File: config.mk
export PLATFORM = sky130hd
export DESIGN_NAME = aom_overload_interlock
export DESIGN_NICKNAME = d
export VERILOG_FILES = /design/src/rtl/aom_overload_interlock.sv
export SDC_FILE = /design/constraint.sdc
export NUM_CORES = 1
export LEC_CHECK = 0
export CAP_MARGIN = 20
export CELL_PAD_IN_SITES_DETAIL_PLACEMENT = 1
export CELL_PAD_IN_SITES_GLOBAL_PLACEMENT = 2
export CORE_MARGIN = 5
export CORE_UTILIZATION = 27
export DETAILED_ROUTE_END_ITERATION = 7
export PLACE_DENSITY = 0.76
export SLEW_MARGIN = 20
export SYNTH_ARGS = -nofsm -noshare
export SYNTH_HDL_FRONTEND = slang
export SYNTH_SLANG_ARGS = --single-unit
File: constraint.sdc
create_clock -name clk_i -period 1.95 [get_ports clk_i]
set_input_delay 0.2925 -clock clk_i [delete_from_list [all_inputs] [get_ports clk_i]]
set_output_delay 0.2925 -clock clk_i [all_outputs]
set_load 0.02 [all_outputs]
File: src/rtl/aom_overload_interlock.sv
// Purpose: trips the AOM drive path to a safe code and inhibits the laser on any overload error, and stays latched until the host clears it.
// Latency: all outputs are registered. Error to inhibit takes 1 cycle. Host strobe pass-through in RUN takes 1 cycle.
// Backpressure: none. While faulted, host strobes are dropped rather than queued.
module aom_overload_interlock #(
  parameter real         TCQ            = 0.1,          // simulation-only clock-to-q; registers here are zero-delay
  parameter int unsigned HOLDOFF_CYCLES = 100_000_000,  // minimum HOLD duration, 1..2^32-1
  parameter int unsigned FAULT_CNT_W    = 16
) (
  input  logic                   clk_i,
  input  logic                   rst_i,
  input  logic                   aom_trig_protect_i,
  input  logic                   aom_continuous_trig_err_i,
  input  logic                   aom_integral_trig_err_i,
  input  logic                   laser_aom_en_i,
  input  logic [11:0]            laser_aom_voltage_i,
  input  logic [11:0]            aom_safe_voltage_i,
  input  logic                   err_clear_i,
  output logic                   laser_aom_en_o,
  output logic [11:0]            laser_aom_voltage_o,
  output logic                   laser_out_inhibit_o,
  output logic [1:0]             fault_state_o,
  output logic [1:0]             fault_cause_o,
  output logic [FAULT_CNT_W-1:0] fault_cnt_o
);

  typedef enum logic [1:0] {
    ST_RUN      = 2'd0,
    ST_TRIP     = 2'd1,
    ST_HOLD     = 2'd2,
    ST_WAIT_CLR = 2'd3
  } state_e;

  // Last value of the holdoff counter before HOLD may exit.
  localparam logic [31:0] HOLD_LAST = 32'(HOLDOFF_CYCLES - 1);

  state_e                 state_q, state_d;
  logic                   en_q, en_d;
  logic [11:0]            volt_q, volt_d;
  logic                   inhibit_q, inhibit_d;
  logic [1:0]             cause_q, cause_d;
  logic [FAULT_CNT_W-1:0] cnt_q, cnt_d;
  logic [31:0]            hold_q, hold_d;

  logic [1:0] err_bits;
  logic       err_any;

  // bit0 continuous, bit1 integral; protect gates only new trips, not the clear check
  assign err_bits = {aom_integral_trig_err_i, aom_continuous_trig_err_i};
  assign err_any  = aom_trig_protect_i & (|err_bits);

  // Next-state and registered-output computation for the interlock FSM
  always_comb begin
    state_d   = state_q;
    en_d      = 1'b0;
    volt_d    = volt_q;
    inhibit_d = inhibit_q;
    cause_d   = cause_q;
    cnt_d     = cnt_q;
    hold_d    = hold_q;
    unique case (state_q)
      ST_RUN: begin
        if (err_any) begin
          // trip wins over a same-cycle host strobe: the safe code is strobed instead
          state_d   = ST_TRIP;
          en_d      = 1'b1;
          volt_d    = aom_safe_voltage_i;
          inhibit_d = 1'b1;
          cause_d   = err_bits;
          if (cnt_q != {FAULT_CNT_W{1'b1}}) cnt_d = cnt_q + 1'b1;
        end else begin
          en_d = laser_aom_en_i;
          if (laser_aom_en_i) volt_d = laser_aom_voltage_i;
        end
      end
      ST_TRIP: begin
        state_d = ST_HOLD;
        hold_d  = '0;
        if (err_any) cause_d = cause_q | err_bits;
      end
      ST_HOLD: begin
        if (err_any) begin
          // a fresh error restarts the holdoff but is not a new trip
          hold_d  = '0;
          cause_d = cause_q | err_bits;
        end else if (hold_q == HOLD_LAST) begin
          state_d = ST_WAIT_CLR;
          hold_d  = '0;
        end else begin
          hold_d = hold_q + 32'd1;
        end
      end
      ST_WAIT_CLR: begin
        if (err_clear_i && (err_bits == 2'b00)) begin
          state_d   = ST_RUN;
          inhibit_d = 1'b0;
          cause_d   = 2'b00;
        end
      end
      default: state_d = ST_RUN;
    endcase
  end

  // State and output registers with synchronous reset
  always_ff @(posedge clk_i) begin
    if (rst_i) begin
      state_q   <= ST_RUN;
      en_q      <= 1'b0;
      volt_q    <= '0;
      inhibit_q <= 1'b0;
      cause_q   <= '0;
      cnt_q     <= '0;
      hold_q    <= '0;
    end else begin
      state_q   <= state_d;
      en_q      <= en_d;
      volt_q    <= volt_d;
      inhibit_q <= inhibit_d;
      cause_q   <= cause_d;
      cnt_q     <= cnt_d;
      hold_q    <= hold_d;
    end
  end

  assign laser_aom_en_o      = en_q;
  assign laser_aom_voltage_o = volt_q;
  assign laser_out_inhibit_o = inhibit_q;
  assign fault_state_o       = state_q;
  assign fault_cause_o       = cause_q;
  assign fault_cnt_o         = cnt_q;

endmodule
==> flow_summary.yaml, run 1 <==
clocking:
  cts-root-buf: "clkbuf_16"
  numCtsBuffers: 9
  clkTransAtPathRegs_ps: 50
  cts_tree: "yes"
  cts.sink_count: 66
  cts_max_level: 3
  clock_latency_ps: 350
  clockBufferDepth: 2
route:
  num_vias: 3720
  drt_wl_total_mm: 11.56
  drt_iter0_markers: 128
  detail-route-antenna-nets: 0
  drc: 0
  wl_per_cell_um: 15.81
  viasPerCell: 5.089
  drtPass1Iterations: 4
setup_path:
  critPathRequiredTime_ps: 2180
  endpoint: "hold_q[31]$_SDFFE_PP0P_"
  critPathKind: "register to register"
  r2r_start: "hold_q[28]$_SDFFE_PP0P_"
  crit_fanout: 12
  r2r_cells: 7
  crit_top_cell: "buf_4"
  slowest_delay_ps: 320
  critical_path.startpoint: "hold_q[28]$_SDFFE_PP0P_"
  cp-end-kind: "register"
  reg2reg_to: "hold_q[31]$_SDFFE_PP0P_"
  reg2reg_slack_ps: 20
  path_cells: "nor4_1, buf_4, and4_2, a311oi_4, buf_4, clkbuf_16, a221o_1"
  slowest_stage: "a221o_1"
  arrival_ps: 2150
  crit_path_start_kind: "register"
min_path:
  hp-class: "register to register"
  worstHoldPathCells: 2
synth:
  ys_seq_elements: 66
  syn_area_per_cell_um2: 8.121
  netlist_area_um2: 3411
  synthFlopType: "dfxtp_1"
  synth_cells: 420
  synth_cell_types: 55
  syn_nets: 456
  ys_async_sr_fraction_pct: 0
  synth_seq_area_share_pct: 38.74
  synth-edff-count: 0
  synth_warnings: 0
timing:
  worst_pin_slew_ps: 639.2
  report.final.slew_viol_count: 0
  timing.final.crit_share_pct: 98.74
  min_period_ps: 1926
  hold_ws_ps: 494.8
  hold_viol_final: 0
  fmax_ghz: 0.5193
  grt_setup_unrepaired: "yes"
  max_slew_margin_pct: 57.34
  fin_skew_ps: 7.914
  finalSetupViolCount: 0
power_and_ir_drop:
  p_leak_nw: 1.916
  power_density_nw_per_um2: 980.6
  ir_drop_v: 0.0004987
placement:
  port_buffers: 64
  place.gp.congestion: 0.8142
  postPlaceCellArea_um2: 4751
  place_hpwl_mm: 8.512
global_routing:
  grt_pass1_vias: 4005
  globalRouteOverflowTotal: 0
  grt_max_degree: 38
  grt_first_pass_wirelength_mm: 19.44
  antenna_found_initial: 0
  track_usage_pct: 16.34
floorplan:
  initial_core_util_pct: 27.25
  ios: 65
  fp.dieH_um: 122.4
  core_um2: 12520
  fp-row-count: 41
  die-area_um2: 14980
  die_w_um: 122.4
cells_and_area:
  final_layout_size_suffix_gt1_share_pct: 24.15
  area_growth_pct: 56.57
  antenna_cells: 0
  final_cell_mix: "buf_4 (73), clkdlybuf4s50_1 (64), dfxtp_1 (62), nand2_1 (58), nor2_1 (37)"
  n_fill_cell: 1509
  final_common_cell: "buf_4"
  nets: 590
  fin_area_um2: 5340
status:
  status: "finished, final reports clean"
job:
  drv_cap: 0
## where the power goes
group          switching, mW  internal, mW  leakage, nW  total (mW)
Sequential            0.0916          1.51        0.538        1.60
Clock                  0.624          1.32        0.169        1.94
Combinational          0.916         0.781         1.21        1.70
Total                   1.63          3.61         1.92        5.24
## critical path, delay by kind of cell (launching register included)
kind / cells / cell delay [ps]
buf+inv: 3 / 500
flops: 1 / 310
compound gates: 2 / 450
simple gates: 2 / 550
## flip-flops by register name, indices dropped and copies added, names as in the netlist
| name | flops |
|---|---|
| laser_out_inhibit_o | 1 |
| laser_aom_voltage_o | 12 |
| fault_cause_o | 2 |
| fault_state_o | 2 |
| laser_aom_en_o | 1 |
| hold_q | 32 |
| fault_cnt_o | 16 |
## per-stage QoR
stage / setup TNS [ps] / total power, mW / utilization (%) / std cells / setup WS [ps]
final: 0 / 5.237 / 42.66 / 731 / 24.49
after global routing: -226.7 / 5.530 / 42.66 / 731 / -31.78
after CTS: 0 / 5.223 / 41.10 / 726 / 0.8173
after detailed placement: -4900 / 3.221 / 37.95 / 708 / -248.9
after global placement: -3348 / 3.177 / 37.95 / 708 / -169.4
after floorplan: 0 / 2.405 / - / 420 / 13.79
## layer usage
metal / wire length (um) / track usage (%) / vias to the layer above
li1: - / - / 1830
met1: 5075 / 19.18 / 1799
met2: 5649 / 28.07 / 77
met3: 678 / 5.760 / 14
met4: 156 / 4.759 / 0
met5: 0 / 0 / -
## cell families (layout without fill, tap and decap cells)
| kind of cell | count (synthesis) | after routing | synth area share [%] |
|---|---|---|---|
| compound gates | 101 | 101 | 20.51 |
| simple gates | 193 | 193 | 28.76 |
| buf+inv | 34 | 173 | 4.769 |
| xor+xnor | 21 | 21 | 5.392 |
| fa+ha+maj | 5 | 5 | 1.834 |
| flops | 66 | 66 | 38.74 |
## repair_timing
action                                  4_1_cts  5_1_grt
cloned                                        0        1
hold buffers                                  0        0
setup buffers                                 2        4
endpoints found under the setup margin        9       30
pin swaps                                     1        9
resized for setup                             4       33
## final cells by class
cell class | instances | area, um^2 | share of cell area (%)
Timing Repair Buffer | 144 | 1308 | 24.48
Clock inverter | 4 | 97.59 | 1.828
Sequential cell | 66 | 1326 | 24.84
Clock buffer | 12 | 256.5 | 4.803
Multi-Input combinational cell | 320 | 2088 | 39.10
Tap cell | 172 | 215.2 | 4.030
Inverter | 13 | 48.80 | 0.9138
## cell usage after synthesis, types with 3 or more instances
| master | count | area, um^2 |
|---|---|---|
| dfxtp_1 | 66 | 1321 |
| nand2_1 | 58 | 217.7 |
| nor2_1 | 38 | 142.6 |
| a21oi_1 | 26 | 130.1 |
| nand3_1 | 22 | 110.1 |
| nor3_1 | 18 | 90.09 |
| xnor2_1 | 17 | 148.9 |
| a31oi_1 | 16 | 100.1 |
| a311oi_1 | 14 | 122.6 |
| nand4_1 | 13 | 81.33 |
| inv_1 | 12 | 45.04 |
| o21ai_1 | 12 | 60.06 |
| clkbuf_1 | 11 | 41.29 |
| nor4_1 | 9 | 56.30 |
| and4_1 | 8 | 70.07 |
| o21ai_0 | 6 | 30.03 |
| a21o_1 | 5 | 37.54 |
| and3_1 | 5 | 31.28 |
| ha_1 | 5 | 62.56 |
| buf_2 | 4 | 20.02 |
| buf_6 | 4 | 45.04 |
| xor2_1 | 4 | 35.03 |
| nand2b_1 | 3 | 18.77 |
| o311ai_1 | 3 | 26.28 |
| or4_1 | 3 | 22.52 |
## how the worst min path moves through the flow
stage	start	end	slack [ps]
detailed placement	hold_q[24]$_SDFFE_PP0P_	hold_q[24]$_SDFFE_PP0P_	490
global placement	laser_out_inhibit_o$_SDFFE_PP0P_	laser_out_inhibit_o$_SDFFE_PP0P_	480
CTS	hold_q[24]$_SDFFE_PP0P_	hold_q[24]$_SDFFE_PP0P_	500
floorplan	aom_safe_voltage_i[11]	laser_aom_voltage_o[11]$_SDFFE_PP0P_	450
finish	hold_q[24]$_SDFFE_PP0P_	hold_q[24]$_SDFFE_PP0P_	490
global route	aom_safe_voltage_i[0]	laser_aom_voltage_o[0]$_SDFFE_PP0P_	520
Power figures use the tool's default switching activity.
==> inputs of run 2 (changes only) <==
--- a/config.mk
+++ b/config.mk
@@ -12,7 +12,7 @@
 export CORE_UTILIZATION = 27
 export DETAILED_ROUTE_END_ITERATION = 7
 export PLACE_DENSITY = 0.76
-export SLEW_MARGIN = 20
+export SLEW_MARGIN = 10
 export SYNTH_ARGS = -nofsm -noshare
 export SYNTH_HDL_FRONTEND = slang
 export SYNTH_SLANG_ARGS = --single-unit
==> results of run 2 <==
No change in the layout: final DEF, timing and power equal those of run 1.
==> inputs of run 3 (changes only) <==
--- a/config.mk
+++ b/config.mk
@@ -5,6 +5,7 @@
 export SDC_FILE = /design/constraint.sdc
 export NUM_CORES = 1
 export LEC_CHECK = 0
+export ABC_CLOCK_PERIOD_IN_PS = 1950
 export CAP_MARGIN = 20
 export CELL_PAD_IN_SITES_DETAIL_PLACEMENT = 1
 export CELL_PAD_IN_SITES_GLOBAL_PLACEMENT = 2
==> results of run 3 <==
No change in the layout: final DEF, timing and power equal those of run 1.
